`config.mk`:
```
export PLATFORM = sky130hd
export DESIGN_NAME = load_store_unit
export DESIGN_NICKNAME = d
export VERILOG_FILES = /design/src/rtl/load_store_unit.sv
export SDC_FILE = /design/constraint.sdc
export NUM_CORES = 1
export LEC_CHECK = 0
export ABC_AREA = 0
export ABC_CLOCK_PERIOD_IN_PS = 3170
export BUFFER_PORTS_ARGS = -buffer_cell sky130_fd_sc_hd__clkbuf_2
export CAP_MARGIN = 15
export CORE_MARGIN = 3
export CORE_UTILIZATION = 40
export DETAILED_ROUTE_END_ITERATION = 6
export PLACE_DENSITY = 0.69
export SLEW_MARGIN = 40
export SYNTH_ARGS = -nofsm -noshare
export SYNTH_HDL_FRONTEND = slang
export SYNTH_SLANG_ARGS = --single-unit
```
`constraint.sdc`:
```
create_clock -name clk_i -period 3.17 [get_ports clk_i]
set_clock_uncertainty 0.05 [all_clocks]
set_input_delay 0.4755 -clock clk_i [delete_from_list [all_inputs] [get_ports clk_i]]
set_output_delay 0.4755 -clock clk_i [all_outputs]
set_load 0.05 [all_outputs]
```
`src/rtl/load_store_unit.sv`:
```
// Load/store initiator for a word-indexed data memory. Sub-word stores are
// performed as read-modify-write; loads are extracted and sign/zero-extended.
//
// state | meaning
// IDLE  | waiting for a request, memory outputs quiet
// RD    | memory read strobe; load result or store merge captured here
// WR    | memory write strobe for one cycle
// RESP  | done_o pulse, error_o valid
module load_store_unit #(
  parameter int ADDR_WIDTH = 32,
  parameter int DATA_WIDTH = 32
) (
  input  logic                  clk_i,
  input  logic                  rst_n_i,
  input  logic                  req_i,
  input  logic                  we_i,
  input  logic [2:0]            funct3_i,
  input  logic [ADDR_WIDTH-1:0] addr_i,
  input  logic [DATA_WIDTH-1:0] wdata_i,
  output logic                  busy_o,
  output logic                  done_o,
  output logic                  error_o,
  output logic [DATA_WIDTH-1:0] rdata_o,
  output logic [ADDR_WIDTH-1:0] mem_addr_o,
  output logic [DATA_WIDTH-1:0] mem_wdata_o,
  output logic                  mem_read_en_o,
  output logic                  mem_write_en_o,
  input  logic [DATA_WIDTH-1:0] mem_rdata_i
);

  typedef enum logic [1:0] {IDLE, RD, WR, RESP} state_e;

  state_e                  state_q, state_d;
  logic                    we_q, we_d;
  logic [2:0]              funct3_q, funct3_d;
  logic [ADDR_WIDTH-1:0]   addr_q, addr_d;
  logic [DATA_WIDTH-1:0]   wr_word_q, wr_word_d;
  logic [DATA_WIDTH-1:0]   rdata_q, rdata_d;
  logic                    err_q, err_d;

  logic                    funct3_ok;
  logic                    misaligned;
  logic                    req_bad;
  logic [7:0]              byte_sel;
  logic [15:0]             half_sel;
  logic [DATA_WIDTH-1:0]   load_val;
  logic [DATA_WIDTH-1:0]   merge_word;

  always_ff @(posedge clk_i or negedge rst_n_i) begin
    if (!rst_n_i) begin
      state_q   <= IDLE;
      we_q      <= 1'b0;
      funct3_q  <= 3'd0;
      addr_q    <= '0;
      wr_word_q <= '0;
      rdata_q   <= '0;
      err_q     <= 1'b0;
    end else begin
      state_q   <= state_d;
      we_q      <= we_d;
      funct3_q  <= funct3_d;
      addr_q    <= addr_d;
      wr_word_q <= wr_word_d;
      rdata_q   <= rdata_d;
      err_q     <= err_d;
    end
  end

  always_comb begin
    funct3_ok = 1'b0;
    if (we_i) funct3_ok = (funct3_i <= 3'd2);
    else      funct3_ok = (funct3_i inside {3'd0, 3'd1, 3'd2, 3'd4, 3'd5});
    misaligned = 1'b0;
    case (funct3_i[1:0])
      2'd1:    misaligned = addr_i[0];
      2'd2:    misaligned = (addr_i[1:0] != 2'b00);
      default: misaligned = 1'b0;
    endcase
    req_bad = !funct3_ok || misaligned;
  end

  always_comb begin
    byte_sel = 8'h00;
    case (addr_q[1:0])
      2'd0: byte_sel = mem_rdata_i[7:0];
      2'd1: byte_sel = mem_rdata_i[15:8];
      2'd2: byte_sel = mem_rdata_i[23:16];
      2'd3: byte_sel = mem_rdata_i[31:24];
      default: byte_sel = 8'h00;
    endcase
    half_sel = addr_q[1] ? mem_rdata_i[31:16] : mem_rdata_i[15:0];
    case (funct3_q)
      3'd0:    load_val = {{24{byte_sel[7]}}, byte_sel};
      3'd1:    load_val = {{16{half_sel[15]}}, half_sel};
      3'd4:    load_val = {24'h0, byte_sel};
      3'd5:    load_val = {16'h0, half_sel};
      default: load_val = mem_rdata_i;
    endcase
  end

  // wr_word_q still holds the store data while in RD, so merge from it.
  always_comb begin
    merge_word = mem_rdata_i;
    if (funct3_q[1:0] == 2'd0) begin
      case (addr_q[1:0])
        2'd0: merge_word[7:0]   = wr_word_q[7:0];
        2'd1: merge_word[15:8]  = wr_word_q[7:0];
        2'd2: merge_word[23:16] = wr_word_q[7:0];
        2'd3: merge_word[31:24] = wr_word_q[7:0];
        default: merge_word = mem_rdata_i;
      endcase
    end else if (addr_q[1]) begin
      merge_word[31:16] = wr_word_q[15:0];
    end else begin
      merge_word[15:0] = wr_word_q[15:0];
    end
  end

  always_comb begin
    state_d   = state_q;
    we_d      = we_q;
    funct3_d  = funct3_q;
    addr_d    = addr_q;
    wr_word_d = wr_word_q;
    rdata_d   = rdata_q;
    err_d     = err_q;
    case (state_q)
      IDLE: begin
        if (req_i) begin
          we_d      = we_i;
          funct3_d  = funct3_i;
          addr_d    = addr_i;
          wr_word_d = wdata_i;
          err_d     = req_bad;
          if (req_bad)                           state_d = RESP;
          else if (we_i && funct3_i == 3'd2)     state_d = WR;
          else                                   state_d = RD;
        end
      end
      RD: begin
        if (we_q) begin
          wr_word_d = merge_word;
          state_d   = WR;
        end else begin
          rdata_d = load_val;
          state_d = RESP;
        end
      end
      WR:      state_d = RESP;
      RESP:    state_d = IDLE;
      default: state_d = IDLE;
    endcase
  end

  always_comb begin
    busy_o         = (state_q != IDLE);
    done_o         = (state_q == RESP);
    error_o        = (state_q == RESP) && err_q;
    mem_read_en_o  = (state_q == RD);
    mem_write_en_o = (state_q == WR);
    mem_addr_o     = '0;
    mem_wdata_o    = '0;
    if (state_q != IDLE) mem_addr_o = {addr_q[ADDR_WIDTH-1:2], 2'b00};
    if (state_q == WR)   mem_wdata_o = wr_word_q;
    rdata_o        = rdata_q;
  end

endmodule

```
# [Word level (Yosys, flattened, before mapping)]
# Cells that the tools add are included.
[classes] magnitude_cmp=1 n_eq_ne=19 n_mux=22 n_bitwise=1 n_reduce_logical=18
[ops] cell="two-way mux 32 bit" count=5
[ops] cell="one-hot mux 32 bit (4 select lines)" count=1
[ops] cell="one-hot mux 32 bit (2 select lines)" count=1
[ops] cell="two-way mux 16 bit" count=3
[ops] cell="two-way mux 8 bit" count=4
[ops] cell="one-hot mux 8 bit (4 select lines)" count=1
[ops] cell="equality test 3 bit, second input constant" count=4
[ops] cell="equality test 2 bit, second input constant" count=5
[ops] cell="one-hot mux 2 bit (4 select lines)" count=1
[ops] cell="equality test 2 x 1 -> 1 bit, second input constant" count=3
[ops] cell="equality test 3 x 1 -> 1 bit, second input constant" count=2
[ops] cell="zero test 2 bit" count=3
[ops] cell="zero test 3 bit" count=2
[ops] cell="two-way mux 2 bit" count=3
[ops] cell="nonzero test 2 bit" count=3
[ops] cell="AND reduction 5 bit" count=1
[ops] cell="nonzero test 5 bit" count=1
[ops] cell="AND reduction 2 bit" count=2
[ops] cell="AND reduction 4 bit" count=1
[ops] cell="equality test 3 x 2 -> 1 bit, second input constant" count=1
[ops] cell="less-or-equal comparator 3 x 2 -> 1 bit, second input constant" count=1
[ops] cell="!= test 3 x 1 -> 1 bit, second input constant" count=1
[ops] cell="!= test 3 bit, second input constant" count=1
[ops] cell="AND reduction 3 bit" count=1
[ops] cell="other kinds (8)" count=10
[word_totals] reg_bits=103 input_bits=103 out_inout_bits=101 wordCells=70

# [Longest topological paths before layout]
# Gate-level depths: netlist (run 1).
[depth] word_depth=8 mapped_depth=9 depth_no_buf=6

# [Least setup slack after synthesis (run 1)]
# No wires, ideal clock.
[synth_timing] kind="register to register" from="register state_q[1]" to="register wr_word_q[10]" setup_ns=0.125 arrival_ns=2.231 required_ns=2.995 setup_slack_ns=0.765 path_stages_with_launch=8 path_buffers=1 synth_period_minus_slack_ns=2.405 cell_sequence="dfrtp_1 > inv_1 > ha_1 > buf_2 > nor2b_1 > nor2_2 > o21ai_2 > mux2_2"
[synth_between] elab_chain_cells=3 word_cells_on_any_way=8 cone_classes="4 x eq/ne; 1 x mux; 3 x reduce/logical"
[synth_lines] item="from (decl)" line="33" text="state_e state_q, state_d;"
[synth_lines] item="from (signal assigned)" line="59" text="state_q <= state_d;"
[synth_lines] item="equality test 2 x 1 -> 1 bit (*)"
[synth_lines] item="net mem_read_en_o" line="26" text="output logic mem_read_en_o,"
[synth_lines] item="!= test 3 x 1 -> 1 bit (no source line) (tied with other cells)"
[synth_lines] item="AND reduction 4 bit (no source line)"
[synth_lines] item="to (signal assigned)" line="63" text="wr_word_q <= wr_word_d;"
[synth_lines] item="to (decl)" line="37" text="logic [DATA_WIDTH-1:0] wr_word_q, wr_word_d;"
# The timed path passes the listed nets; every way through them passes the cells marked *.
# A chain may end at the register's enable or synchronous reset.

# [Final worst setup path (run 1)]
[layout_timing] from="register state_q[0]" to="register wr_word_q[18]"
[layout_between] elab_chain_cells=3 word_cells_on_any_way=7 cone_classes="3 x eq/ne; 1 x mux; 3 x reduce/logical"
[layout_lines] item="equality test 2 x 1 -> 1 bit / zero test 2 bit (equally long branches)" line="127" text="case (state_q)"
[layout_lines] item="!= test 2 x 1 -> 1 bit (no source line) (tied with other cells)"
[layout_lines] item="AND reduction 3 bit (no source line)"
# Parallel ways exist; a longest one is shown, timed or not.

==> run metrics, run 1 <==
utilization after layout 52.4%; Remaining Overflow, GRT 0; worst hold path class in -> async; Data arrival, critical path 2680 ps; Synth top area share 45.8%; Syn Inst Count 584; Rel. slew slack 50.8%; mapped cell area 5630 um^2; area leader, netlist dfrtp_1; Final setup viols 0; DR DRC count 0; largest net degree at the start of global routing 61; DRT iter0 DRCs 295; critical-path maximum fanout 34; vias 5164; Power Internal 4.24 mW; Die H 125 um; outcome finished, final reports clean; Tmin final 2470 ps; clk slew on worst S/H paths 70 ps; Num CTS Buffers 9; RePlAce Congestion 0.889; dpl hpwl 13.5 mm; Async S/R FF share, synth 100%; CP Data Required Time 3380 ps; area delta synth->final 25.6%; GRT Overall Usage 23.1%; Leak 3.35 nW; register bit total from synthesis 103; clock root cell clkbuf_16; core area 13500 um^2; hold buffers post-CTS 0; Avg Cell Area, Syn 9.64 um^2; Gate power share 61.9%; number of antenna repair diodes 0; RSZ-0062 raised after global routing false; final-stage net count 876; setup TNS 0 ps; maximum vdd drop 0.711 mV; antenna-violating nets left 0; drt pass-1 iters 5; Setup CP Type reg -> reg; Starting Density 41.7%; switching share of power 54.7%; share of layout cells above drive strength 1 37.5%; Yosys cell types 42; crit path capture type flop; EDFF count, synth 0; Reg power frac 26.6%; Slew Viols, Final 0; PD cells 1330 nW/um^2; post-CTS setup buffer count 0; clk_lat worst skew 350 ps; CTS tree built; first-pass GRT wire length 28.9 mm; post-synthesis sequential area ratio 45.8%; initial antenna violation count 0; Hold Vio Cnt, Final 0; NetSw 5.13 mW; Die Wd 125 um; H-tree depth 3; Setup crit start kind flop; average vias per placed instance 5.45; num rows 42; YS warnings 0; vias in the first global route 5302; clk buf depth 2; post_cts resized 0; Highest Clock Rate 0.405 GHz; Main synth FF type dfrtp_1; IO buf count 201; top cells by area, synth dfrtp_1 (46%), mux2_2 (9.6%), mux2i_1 (5.0%); fill cell count 1269; Clk pwr share 11.5%; WL/cell 18.7 um; I/O pin count 204; die area 15500 um^2; final WL 17.7 mm; Least-Margin Pin Slew 738 ps; Final period util 77.8%; Max-Cap Viols 0; CTS Sinks 103
layout by cell type, fill, tap and decap left out, types with 18 or more instances in the layout:
| master | synthesis | final |
|---|---|---|
| o21ai_0 | 18 | 18 |
| mux2_2 | 48 | 48 |
| dfrtp_1 | 103 | 102 |
| nor2_1 | 45 | 45 |
| clkbuf_2 | 0 | 200 |
| and2_1 | 34 | 34 |
| a21oi_1 | 48 | 48 |
| nand3_1 | 41 | 41 |
| nor2b_1 | 32 | 31 |
| nand2_1 | 52 | 52 |
| mux2i_1 | 28 | 28 |
worst paths after layout:
kind | start | end | depth (start not counted) | slack (ps)
max | state_q[0]$_DFFE_PN0P_ | wr_word_q[18]$_DFFE_PN0P_ | 7 | 700
min | rst_n_i | wr_word_q[11]$_DFFE_PN0P_ | 1 | 70
max reg2reg | state_q[0]$_DFFE_PN0P_ | wr_word_q[18]$_DFFE_PN0P_ | 7 | 700
min reg2reg | wr_word_q[19]$_DFFE_PN0P_ | wr_word_q[19]$_DFFE_PN0P_ | 2 | 430
max in group asynchronous | rst_n_i | addr_q[1]$_DFFE_PN0P_ | 2 | 2240
min in group clk_i | addr_i[25] | addr_q[25]$_DFFE_PN0P_ | 2 | 310
cells in the mapped netlist (all sizes together), types with 8 or more instances:
master	number
dfrtp	103
o21a	8
mux2	48
o32a	8
nand3	41
nor2	46
mux2i	28
a21oi	50
clkbuf	21
nand2	52
nor2b	32
buf	21
and2	34
o22ai	14
o21ai	20
metrics by stage:
step	setup WS (ps)	instance area (um^2)	instances	hold WS, ps	power [mW]
after floorplan	765	5640	585	130	6.97
after global placement	825	6780	931	406	8.23
after detailed placement	729	6780	931	417	8.34
after CTS	388	7070	947	88.9	9.44
after global routing	444	7070	947	114	9.97
final	702	7070	947	74.3	9.38
state kept, by name, indices dropped and copies added (netlist names):
signal     count
wr_word_q     32
funct3_q       3
err_q          1
state_q        2
rdata_o       32
addr_q        32
we_q           1
kinds of logic after synthesis:
family	after synthesis	share of synthesized area [%]
simple gates	227	20.3
fa+ha+maj	7	1.56
buf+inv	49	3.87
mux	77	15.0
other cells	1	0.0666
compound gates	120	13.4
flops	103	45.8
metal layers:
metal / vias to the layer above / GRT usage, % / wire length [um]
met1: 2477 / 30.2 / 7570
li1: 2407 / - / -
met3: 36 / 6.22 / 1560
met4: 0 / 10.1 / 611
met5: - / 0 / 0
met2: 244 / 35.9 / 7960
cell type report:
class / instances / area, um^2 / area share, %
multi-input cells: 433 / 2860 / 40.4
clock inverters: 6 / 46.3 / 0.655
well taps: 176 / 220 / 3.11
repair buffers: 212 / 1100 / 15.6
flip-flops and latches: 103 / 2580 / 36.5
clock buffers: 10 / 239 / 3.38
inverters: 7 / 26.3 / 0.371
worst max-delay path: stages (launching register included):
cell,delay [ps]
dfrtp_1,430
inv_1,110
ha_1,230
buf_4,360
nand2_1,260
nor2_1,530
a21oi_1,170
o31ai_1,250
power by group through the flow:
stage,Sequential [mW],Combinational [mW],Clock [mW]
floorplan,2.95,4.02,0
global placement,2.48,5.75,0
detailed placement,2.51,5.83,0
CTS,2.49,5.84,1.10
global route,2.59,6.22,1.16
finish,2.49,5.81,1.08
(Power assumes the default switching activity.)
==> run 2, diff against run 1 <==
- ABC_CLOCK_PERIOD_IN_PS: 3170 -> 2250
- PLACE_DENSITY: 0.69 -> 0.71
- clock period: 3.17 -> 2.25 ns (I/O delays scaled with it)
==> run metrics, run 2 (synthesis gave the netlist of run 1 again) <==
Setup crit start kind flop; Slew Viols, Final 0 (unchanged); Setup CP Type reg -> out; average vias per placed instance 5.43 (-0.47%); clk slew on worst S/H paths 80 ps (about the same); placed cell areas 6880 um^2 (+1.5%); num rows 42 (unchanged); Reg power frac 25.2% (-1.4 points); clk buf depth 2 (unchanged); clk_lat worst skew 350 ps (about the same); Least-Margin Pin Slew 639 ps (-98.8 ps); core area 13500 um^2 (unchanged); Hold Vio Cnt, Final 4 (+4); Final period util 96.3%; final worst-path setup slack 83.4 ps (-619 ps); Num CTS Buffers 9 (unchanged); area delta synth->final 28.0%; Final setup viols 0 (unchanged); die area 15500 um^2 (unchanged); Starting Density 41.7% (unchanged); Tmin final 2170 ps; FF/Latch Area 2580 um^2 (about the same); Data arrival, critical path 1780 ps (-900 ps); WL/cell 18.1 um (-2.9%); fill cell count 1279 (+0.79%); commonest non-fill, non-tap cell in the layout clkbuf_2; Die Wd 125 um (unchanged); failing checks hold timing; critical-path maximum fanout 34 (unchanged); number of antenna repair diodes 0 (unchanged); Placement Setup Slack 126 ps (-603 ps); Power Internal 6.23 mW (+47%); final hold slack -6.15 ps (-80.5 ps); NetSw 7.26 mW (+41%); Gate power share 62.7% (+0.8 points); H-tree depth 3 (unchanged); share of layout cells above drive strength 1 38.0% (+0.51 points); GRT Overall Usage 22.2% (-0.91 points); overall power 13.5 mW (+44%); vias in the first global route 5109 (-3.6%); PD cells 1870 nW/um^2 (+41%); Rel. slew slack 57.1% (+6.3 points); CP Data Required Time 1860 ps (-1520 ps); drt pass-1 iters 5 (unchanged); commonest non-fill, non-tap cells in the layout clkbuf_2 (200), dfrtp_1 (103), nand2_1 (52), a21oi_1 (48), mux2_2 (48); crit path capture type primary output; dpl hpwl 12.9 mm (-4.7%); IO buf count 201 (unchanged); switching share of power 53.8% (-0.93 points); largest net degree at the start of global routing 104 (+70%); Max-Cap Viols 0 (unchanged); DR DRC count 0 (unchanged); vias 5183 (+0.37%); DRT iter0 DRCs 424 (+44%); CTS Sinks 103 (unchanged); final-stage net count 884 (+0.91%); Die H 125 um (unchanged); Leak 3.41 nW (+1.8%); utilization after layout 53.4% (+0.99 points); initial antenna violation count 2 (+2); first-pass GRT wire length 27.6 mm (-4.6%); CTS tree built; final WL 17.3 mm (-2.1%); Clk pwr share 12.1% (+0.6 points); area of the multi-input gates 2860 um^2 (about the same); Remaining Overflow, GRT 0 (unchanged); post-CTS setup buffer count 0 (unchanged); antenna-violating nets left 0 (unchanged); worst hold path class in -> async; maximum vdd drop 1.00 mV (+41%); Highest Clock Rate 0.462 GHz; outcome complete, but fails checks; I/O pin count 204 (unchanged); RePlAce Congestion 0.859 (-3.4%); clock root cell clkbuf_16; fin area 7210 um^2 (+1.9%)
[run 2: worst paths after layout]
path,start,end,slack (ps),depth (start not counted)
worst max-delay path,state_q[0]$_DFFE_PN0P_,mem_addr_o[16],80,5
worst min-delay path,rst_n_i,wr_word_q[26]$_DFFE_PN0P_,-6,2
worst max register to register,state_q[0]$_DFFE_PN0P_,wr_word_q[9]$_DFFE_PN0P_,150,6
worst min register to register,wr_word_q[19]$_DFFE_PN0P_,wr_word_q[19]$_DFFE_PN0P_,430,2
max in group asynchronous,rst_n_i,wr_word_q[16]$_DFFE_PN0P_,1730,2
min in group clk_i,addr_i[7],addr_q[7]$_DFFE_PN0P_,170,2
[run 2: critical path, cell delays in order (launching register included)]
cell,delay (ps)
dfrtp_1,400
inv_1,80
ha_1,290
buf_12,200
nor2b_1,150
clkbuf_2,300
[run 2: per-layer routing]
layer  GRT usage [%]  up-vias  share of wire (%)  wire length [um]
li1                -     2418                  -                 -
met1            28.8     2483                 41              7150
met2            35.2      248                 47              8110
met3            7.50       30                9.6              1670
met4            6.58        4                2.1               368
met5               0        -               0.20                34
[run 2: cell type report]
class	count	share of cell area, %
clock inverters	7	1.11
inverters	7	0.365
repair buffers	220	16.9
well taps	176	3.06
multi-input cells	433	39.7
flip-flops and latches	103	35.8
clock buffers	9	3.13
[run 2: what timing repair did]
| action | 4_1_cts | 5_1_grt |
|---|---|---|
| hold buffers | 0 | 0 |
| endpoints found under the setup margin | 1 | 16 |
| hold endpoints to repair | 0 | 0 |
| resized for setup | 1 | 4 |
[run 2: through the flow]
stage	TNS [ps]	cells
finish	0	955
detailed placement	0	939
global route	-3.80	955
floorplan	0	585
CTS	0	955
global placement	0	939
[run 2: power by group through the flow]
stage | Clock [mW] | Combinational (mW) | Sequential [mW]
after global routing | 1.73 | 9.07 | 3.51
after CTS | 1.67 | 8.46 | 3.40
final | 1.63 | 8.46 | 3.40
after floorplan | 0 | 5.67 | 4.15
after global placement | 0 | 8.35 | 3.41
after detailed placement | 0 | 8.42 | 3.43
